`config.mk`:
```
export PLATFORM = sky130hd
export DESIGN_NAME = ultrasonic_ranger
export DESIGN_NICKNAME = d
export VERILOG_FILES = /design/src/rtl/ultrasonic_pkg.sv /design/src/rtl/echo_sync.sv /design/src/rtl/ultrasonic_ranger.sv
export SDC_FILE = /design/constraint.sdc
export NUM_CORES = 1
export LEC_CHECK = 0
export ABC_CLOCK_PERIOD_IN_PS = 2800
export CAP_MARGIN = 20
export CELL_PAD_IN_SITES_DETAIL_PLACEMENT = 0
export CELL_PAD_IN_SITES_GLOBAL_PLACEMENT = 2
export CORE_MARGIN = 3
export CORE_UTILIZATION = 41
export DETAILED_ROUTE_END_ITERATION = 12
export DONT_BUFFER_PORTS = 1
export PLACE_DENSITY = 0.88
export SYNTH_ARGS = -nofsm -noshare
export SYNTH_HDL_FRONTEND = slang
export SYNTH_SLANG_ARGS = --single-unit
```
`constraint.sdc`:
```
create_clock -name clk -period 2.8 [get_ports clk]
set_input_delay 0.84 -clock clk [delete_from_list [all_inputs] [get_ports clk]]
set_output_delay 0.84 -clock clk [all_outputs]
set_load 0.05 [all_outputs]
```
`src/rtl/ultrasonic_pkg.sv`:
```
// Shared encodings, constants and cycle-count helpers for the ultrasonic ranger.
// Every derived count scales from whole clocks per microsecond.
package ultrasonic_pkg;

  localparam logic [3:0] ST_TRIG_ENC    = 4'b0001;
  localparam logic [3:0] ST_WAIT_ENC    = 4'b0010;
  localparam logic [3:0] ST_MEASURE_ENC = 4'b0100;
  localparam logic [3:0] ST_DONE_ENC    = 4'b1000;

  typedef enum logic [3:0] {
    ST_TRIG      = ST_TRIG_ENC,
    ST_WAIT_ECHO = ST_WAIT_ENC,
    ST_MEASURE   = ST_MEASURE_ENC,
    ST_DONE      = ST_DONE_ENC
  } state_e;

  localparam logic [19:0] FAR_DIST  = 20'hFFFFF;
  localparam logic [19:0] CM_SAT    = 20'hFFFFE;
  localparam int          US_PER_CM = 58;

  function automatic int clk_per_us(input int clk_freq);
    return clk_freq / 1_000_000;
  endfunction

  function automatic int trig_cycles(input int clk_freq, input int trig_us);
    return clk_per_us(clk_freq) * trig_us;
  endfunction

  function automatic int cm_cycles(input int clk_freq);
    return clk_per_us(clk_freq) * US_PER_CM;
  endfunction

  function automatic int period_cycles(input int clk_freq, input int period_ms);
    return clk_per_us(clk_freq) * 1000 * period_ms;
  endfunction

  function automatic int timeout_cycles(input int clk_freq, input int timeout_ms);
    return clk_per_us(clk_freq) * 1000 * timeout_ms;
  endfunction

endpackage

```
`src/rtl/echo_sync.sv`:
```
// Two-flop synchroniser plus edge detector for an asynchronous level input.
// rise/fall are single-cycle pulses aligned with the synchronised level echo_s.
module echo_sync (
  input  logic clk,
  input  logic rst_n,
  input  logic din,
  output logic echo_s,
  output logic rise,
  output logic fall
);

  logic sync1_q;
  logic sync2_q;
  logic prev_q;

  always_ff @(posedge clk or negedge rst_n) begin
    if (!rst_n) begin
      sync1_q <= 1'b0;
      sync2_q <= 1'b0;
      prev_q  <= 1'b0;
    end else begin
      sync1_q <= din;
      sync2_q <= sync1_q;
      prev_q  <= sync2_q;
    end
  end

  assign echo_s = sync2_q;
  assign rise   = sync2_q & ~prev_q;
  assign fall   = ~sync2_q & prev_q;

endmodule

```
`src/rtl/ultrasonic_ranger.sv`:
```
// HC-SR04 style ranger: periodic trigger, echo timing and divider-free
// conversion of echo width to whole centimetres with a one-cycle valid strobe.
module ultrasonic_ranger
  import ultrasonic_pkg::*;
#(
  parameter int CLK_FREQ   = 50_000_000,
  parameter int TRIG_US    = 10,
  parameter int PERIOD_MS  = 60,
  parameter int TIMEOUT_MS = 38
) (
  input  logic        clk,
  input  logic        rst_n,
  input  logic        echo,
  output logic        trig,
  output logic [19:0] disten,
  output logic        dist_valid,
  output logic        timeout
);

  localparam int TRIG_CYC    = trig_cycles(CLK_FREQ, TRIG_US);
  localparam int CM_CYC      = cm_cycles(CLK_FREQ);
  localparam int PERIOD_CYC  = period_cycles(CLK_FREQ, PERIOD_MS);
  localparam int TIMEOUT_CYC = timeout_cycles(CLK_FREQ, TIMEOUT_MS);

  localparam int TRIG_W = $clog2(TRIG_CYC + 1);
  localparam int SUB_W  = $clog2(CM_CYC);
  localparam int PER_W  = $clog2(PERIOD_CYC);
  localparam int TO_W   = $clog2(TIMEOUT_CYC);

  localparam logic [TRIG_W-1:0] TRIG_END = TRIG_W'(TRIG_CYC);
  localparam logic [SUB_W-1:0]  SUB_LAST = SUB_W'(CM_CYC - 1);
  localparam logic [PER_W-1:0]  PER_LAST = PER_W'(PERIOD_CYC - 1);
  localparam logic [TO_W-1:0]   TO_LAST  = TO_W'(TIMEOUT_CYC - 1);

  state_e             state_q, state_d;
  logic [TRIG_W-1:0]  trig_cnt_q, trig_cnt_d;
  logic [PER_W-1:0]   per_q, per_d;
  logic [TO_W-1:0]    to_cnt_q, to_cnt_d;
  logic [SUB_W-1:0]   sub_q, sub_d;
  logic [19:0]        cm_q, cm_d;
  logic               trig_q, trig_d;
  logic [19:0]        disten_q, disten_d;
  logic               timeout_q, timeout_d;
  logic               valid_q, valid_d;

  logic echo_s;
  logic rise;
  logic fall;
  logic to_hit;

  echo_sync u_echo_sync (
    .clk    (clk),
    .rst_n  (rst_n),
    .din    (echo),
    .echo_s (echo_s),
    .rise   (rise),
    .fall   (fall)
  );

  assign to_hit = (to_cnt_q == TO_LAST);

  always_ff @(posedge clk or negedge rst_n) begin
    if (!rst_n) begin
      state_q    <= ST_TRIG;
      trig_cnt_q <= '0;
      per_q      <= '0;
      to_cnt_q   <= '0;
      sub_q      <= '0;
      cm_q       <= '0;
      trig_q     <= 1'b0;
      disten_q   <= FAR_DIST;
      timeout_q  <= 1'b0;
      valid_q    <= 1'b0;
    end else begin
      state_q    <= state_d;
      trig_cnt_q <= trig_cnt_d;
      per_q      <= per_d;
      to_cnt_q   <= to_cnt_d;
      sub_q      <= sub_d;
      cm_q       <= cm_d;
      trig_q     <= trig_d;
      disten_q   <= disten_d;
      timeout_q  <= timeout_d;
      valid_q    <= valid_d;
    end
  end

  always_comb begin
    state_d    = state_q;
    trig_cnt_d = '0;
    to_cnt_d   = '0;
    sub_d      = sub_q;
    cm_d       = cm_q;
    trig_d     = 1'b0;
    disten_d   = disten_q;
    timeout_d  = timeout_q;
    valid_d    = 1'b0;
    per_d      = (per_q == PER_LAST) ? '0 : per_q + PER_W'(1);

    case (state_q)
      // trig_q lags the count by one edge, so the pin is high for exactly TRIG_CYC cycles
      ST_TRIG: begin
        if (trig_cnt_q == TRIG_END) begin
          state_d = ST_WAIT_ECHO;
        end else begin
          trig_cnt_d = trig_cnt_q + TRIG_W'(1);
          trig_d     = 1'b1;
        end
      end
      ST_WAIT_ECHO: begin
        to_cnt_d = to_cnt_q + TO_W'(1);
        if (to_hit) begin
          disten_d  = FAR_DIST;
          timeout_d = 1'b1;
          valid_d   = 1'b1;
          state_d   = ST_DONE;
        end else if (rise) begin
          sub_d   = '0;
          cm_d    = '0;
          state_d = ST_MEASURE;
        end
      end
      ST_MEASURE: begin
        to_cnt_d = to_cnt_q + TO_W'(1);
        if (sub_q == SUB_LAST) begin
          sub_d = '0;
          if (cm_q != CM_SAT) cm_d = cm_q + 20'd1;
        end else begin
          sub_d = sub_q + SUB_W'(1);
        end
        // the fall cycle itself is part of the width, hence cm_d rather than cm_q
        if (fall) begin
          disten_d  = cm_d;
          timeout_d = 1'b0;
          valid_d   = 1'b1;
          state_d   = ST_DONE;
        end else if (to_hit) begin
          disten_d  = FAR_DIST;
          timeout_d = 1'b1;
          valid_d   = 1'b1;
          state_d   = ST_DONE;
        end
      end
      ST_DONE: begin
        if ((per_q == PER_LAST) && !echo_s) state_d = ST_TRIG;
      end
      default: state_d = ST_TRIG;
    endcase
  end

  assign trig       = trig_q;
  assign disten     = disten_q;
  assign dist_valid = valid_q;
  assign timeout    = timeout_q;

endmodule

```
* Yosys cells after proc, flatten, opt, wreduce, memory -nomap -nowiden
Index checks and enable logic that the tools add are counted.
Storage, ports and cells: register bits 114, bits of input ports 3, output and inout port bits 23, logic and storage cells 74
Cells by class: $add $sub $neg 5, equality and inequality tests 15, multiplexer cells 31, bitwise gates (word level) 4, reduce and logical (&&, ||, !) cells 6
Operator list (number):
- two-way mux 20 bit | 6
- one-hot mux 20 bit (2 select lines) | 2
- two-way mux 12 bit | 3
- two-way mux 4 bit | 6
- one-hot mux 12 bit (2 select lines) | 1
- adder 22 x 1 -> 22 bit, second input constant | 1
- == test 22 bit, second input constant | 1
- two-way mux 22 bit | 1
- adder 21 x 1 -> 21 bit, second input constant | 1
- == test 21 bit, second input constant | 1
- two-way mux 21 bit | 1
- adder 20 x 1 -> 20 bit, second input constant | 1
- inequality test 20 bit, second input constant | 1
- two-way mux 9 bit | 2
- one-hot mux 4 bit (4 select lines) | 1
- adder 12 x 1 -> 12 bit, second input constant | 1
- == test 12 bit, second input constant | 1
- adder 9 x 1 -> 9 bit, second input constant | 1
- == test 9 bit, second input constant | 1
- inequality test 2 bit, second input constant | 4
- two-way mux 1 bit | 6
- inequality test 3 bit, second input constant | 2
- == test 4 x 1 -> 1 bit, second input constant | 1
- == test 4 x 2 -> 1 bit, second input constant | 1
- other kinds (11) | 14

* Logic depth before layout (Yosys ltp)
word-level depth 5, gate-level depth with buffers 8, depth with buffers taken out 7

* Modules after synthesis
From an unflattened synthesis, not the netlist that was laid out.
Second synthesis, totals: cells, all modules 604, area total of the unflattened synthesis 6094.6 µm²
By module, submodules not included:
- ultrasonic_ranger | instances 1, cells each 599, area each 6004.5 µm², seq. area each 2803.9 µm²
- echo_sync | instances 1, cells each 5, area each 90.1 µm², seq. area each 75.1 µm²

* Least setup slack after synthesis
OpenSTA, ideal clock, no wires.
path kind reg2reg, from register sub_q[0], to register cm_q[13], setup time 0.118 ns, arrival 1.971 ns, data required time 2.682 ns, setup slack 0.711 ns, stages on the path, launching flop included 7, buffers on the path 0, period minus slack after synthesis 2.089 ns, cells stage by stage dfrtp_1 -> ha_1 -> and4bb_2 -> nand4_1 -> a2111oi_0 -> o21ai_0 -> a21o_1
Between the ends: longest elaborated chain between the ends 3
Ends and longest elaborated chain:
- start: declaration | RTL line ultrasonic_ranger.sv:39 | logic [SUB_W-1:0] sub_q, sub_d;
- start signal: assignment | RTL line ultrasonic_ranger.sv:79 | sub_q <= sub_d;
- == test 12 bit | RTL line ultrasonic_ranger.sv:125 | if (sub_q == SUB_LAST) begin
- two-way mux 20 bit | RTL line ultrasonic_ranger.sv:125
- one-hot mux 20 bit (2 select lines) | RTL line ultrasonic_ranger.sv:100 | case (state_q)
- end signal: assignment | RTL line ultrasonic_ranger.sv:80 | cm_q <= cm_d;
- end: declaration | RTL line ultrasonic_ranger.sv:40 | logic [19:0] cm_q, cm_d;
Every way passes these cells. A chain may end at the register's enable or synchronous reset.

* Worst setup path after layout
from register state_q[2], to register cm_q[1]
Between the ends: longest elaborated chain between the ends 3, elaborated cells between the ends (all ways) 7, those cells by class 4 x eq/ne; 1 x mux; 2 x reduce/logical
Ends and longest elaborated chain:
- start: declaration | RTL line ultrasonic_ranger.sv:35 | state_e state_q, state_d;
- start signal: assignment | RTL line ultrasonic_ranger.sv:75 | state_q <= state_d;
- == test 4 x 2 -> 1 bit or == test 4 x 3 -> 1 bit (tied branches) | RTL line ultrasonic_ranger.sv:100
- inequality test 2 bit (no source line) or nonzero test 2 bit (tied branches)
- AND reduction 3 bit (no source line)
Parallel ways exist; a longest one is shown, timed or not.

==> results.py <==
metrics = {
    "run_status": {
        "status": "finished clean",
    },
    "critical_path": {
        "path_max_fanout": 20,
        "crit_required_ns": 3.10,
        "cp-start-kind": "flip-flop",
        "crit_path_end_kind": "flip-flop",
        "crit_chain": "nor4bb_1 -> o21a_1 -> o21a_1 -> o21ai_0 -> a32o_1",
        "crit_path_frequent_cell": "o21a_1",
        "worstPathArrival_ns": 2.69,
        "slowest_stage": "o21a_1",
        "cpPeakStageDelay_ns": 0.66,
        "critPathKind": "flip-flop to flip-flop",
    },
    "die": {
        "die_area_um2": 15480,
        "coreArea_um2": 13450,
        "num_rows": 42,
        "initial_core_util_pct": 42.73,
        "die_w_um": 124.4,
        "die_y_um": 124.4,
        "ios": 26,
    },
    "sta": {
        "tightest_slew_ns": 0.8112,
        "fin_ws_ns": 0.4120,
        "timing.slew.headroom_pct": 45.92,
        "finalCriticalPeriod_ns": 2.388,
        "finalClockSkew_ns": 0.01273,
        "hold_slack_ns": 0.1278,
        "setup-violations-final": 0,
        "fin_crit_sh_pct": 85.29,
        "clock.fmax_mhz": 418.8,
        "setup_tns_ns": 0,
        "finalMaxSlewViolations": 0,
        "hold_viol_final": 0,
        "rsz0062_at_grt": "no",
    },
    "grt": {
        "grt_pass1_vias": 4309,
        "grt-busiest-layer": "met2",
        "grt_use_met3_pct": 4.931,
        "grt_pass1_wl_um": 21330,
        "grt_max_degree": 115,
        "antenna_found_initial": 0,
        "overflow": 0,
        "grt.met2_usage_pct": 24.94,
        "grt_usage_pct": 16.70,
        "met1_usage_pct": 22.65,
    },
    "finish": {
        "final_common_cell": "dfrtp_1",
        "antennaDiodeCount": 0,
        "final_nets": 604,
        "drive_above_1_share_pct": 13.51,
        "mostFrequentLayoutCells": "dfrtp_1 (93), nor2_1 (52), nand2_1 (34)",
        "syn_to_final_growth_pct": 15.65,
        "layout.cells.non_filler": 783,
    },
    "synth": {
        "ys_warn_count": 0,
        "synth_nets": 590,
        "yosysSeqAreaShare_pct": 50.09,
        "syn_area_um2": 5748,
        "syn_inst": 580,
        "synth-edff-count": 0,
        "syn-mean-instance-area_um2": 9.910,
        "ys_ff_latch": 114,
        "async_reset_ff_share_pct": 100.0,
        "ys_types": 53,
        "synthFlopType": "dfrtp_1",
    },
    "cts": {
        "cts_hold_buf": 0,
        "clock_latency_ns": 0.42,
        "post_cts_buffers": 0,
        "cts_max_level": 4,
        "cts.clk_slew.worst_paths_ns": 0.05,
        "cts_buffers": 17,
        "cts_max_path_buffers": 2,
        "cts_tree": "built",
        "cts_resized": 0,
        "root_buffer": "clkbuf_16",
        "cts.sinks": 114,
    },
    "drt": {
        "vias_per_cell": 5.511,
        "drt_pass1_iterations": 4,
        "avgRoutedWirePerCell_um": 15.62,
        "drt-initial-drc-count": 334,
        "routed-via-count": 4315,
        "ant_nets": 0,
        "drt_wl_total_um": 12230,
        "drcViolationCount": 0,
    },
    "placement": {
        "gp_congestion": 0.8313,
        "numPortBuffers": 0,
        "pre_cts_ws_ns": 0.4447,
        "dpl.cell_count": 751,
        "dpl.hpwl_um": 8085,
    },
    "power": {
        "power.density_nw_per_um2": 602.5,
        "ir_drop_mv": 0.4204,
        "p_leak_nw": 2.684,
    },
    "min_path": {
        "hp-class": "input port to async pin",
    },
    "run": {
        "max-cap-violations": 0,
    },
}
path summary, 6_finish.rpt:
kind	start	to	slack [ns]	depth (start not counted)
setup / recovery	state_q[2]	cm_q[1]	0.41	5
hold / removal	rst_n	per_q[3]	0.13	0
setup reg to reg	state_q[2]	cm_q[1]	0.41	5
hold reg to reg	u_echo_sync.sync1_q	u_echo_sync.echo_s	0.35	0
max in group asynchronous	rst_n	disten[11]	2.45	0
min in group clk	u_echo_sync.sync1_q	u_echo_sync.echo_s	0.35	0
cells by family (layout without fill, tap and decap cells):
| kind of cell | count (synthesis) | count (layout) | share of synthesized area [%] |
|---|---|---|---|
| mux | 3 | 3 | 0.5442 |
| compound gates | 133 | 133 | 15.41 |
| flops | 114 | 114 | 50.09 |
| xor+xnor | 58 | 58 | 8.838 |
| buf+inv | 43 | 70 | 3.113 |
| fa+ha+maj | 7 | 7 | 1.524 |
| simple gates | 222 | 222 | 20.48 |
power breakdown:
group,internal [mW],switching [mW]
clock network,1.60,0.747
logic,0.000975,0.00108
registers,1.65,0.00146
total,3.26,0.750
synthesized netlist by cell type (9+ instances only):
| master | n | area (um2) |
|---|---|---|
| a2bb2oi_1 | 20 | 175.2 |
| nor2_1 | 52 | 195.2 |
| nand2_1 | 34 | 127.6 |
| xor2_1 | 25 | 219.0 |
| a21oi_1 | 25 | 125.1 |
| nand4_1 | 22 | 137.6 |
| nand3_1 | 33 | 165.2 |
| dfstp_2 | 21 | 551.8 |
| nor3_1 | 15 | 75.07 |
| a211oi_1 | 9 | 67.56 |
| xnor2_1 | 33 | 289.0 |
| a31oi_1 | 11 | 68.82 |
| dfrtp_1 | 93 | 2327 |
| and3_1 | 12 | 75.07 |
| clkbuf_1 | 19 | 71.32 |
| o21ai_0 | 33 | 165.2 |
| or3_1 | 10 | 62.56 |
| inv_1 | 20 | 75.07 |
| a21o_1 | 10 | 75.07 |
sequential cells by signal, summed over array words and instances (netlist names):
signal	count
dist_valid	1
disten	20
trig	1
sub_q	12
u_echo_sync.prev_q	1
per_q	22
trig_cnt_q	9
timeout	1
u_echo_sync.echo_s	1
state_q	4
u_echo_sync.sync1_q	1
to_cnt_q	21
cm_q	20
layer usage:
metal	part of all wire (%)	vias to the layer above
li1	-	2120
met2	46	63
met1	50	2123
met3	3.9	9
met5	0	-
met4	0.90	0
metrics by stage:
step | power [mW] | util, % | instance area (um2)
6_report | 4.005 | 49.41 | 6648
5_1_grt | 4.132 | 49.41 | 6648
4_1_cts | 4.059 | 49.41 | 6648
3_5_place_dp | 1.684 | 44.60 | 6000
3_3_place_gp | 1.684 | 44.60 | 6000
2_1_floorplan | 1.683 | - | 5748
critical path, delay by kind of cell (launching register included):
family,cells,cell delay [ns]
and+or+nand+nor,1,0.45
AOI/OAI and AO/OA,4,1.38
DFF,1,0.46
final cells by class:
type / instances / area (um2)
Clock buffer: 23 / 498.0
Clock inverter: 9 / 150.1
Fill cell: 1228 / 6805
Inverter: 20 / 75.07
Multi-Input combinational cell: 423 / 2690
Sequential cell: 114 / 2879
Tap cell: 176 / 220.2
Timing Repair Buffer: 18 / 135.1
Note: power is estimated with default switching activity, not from simulation.
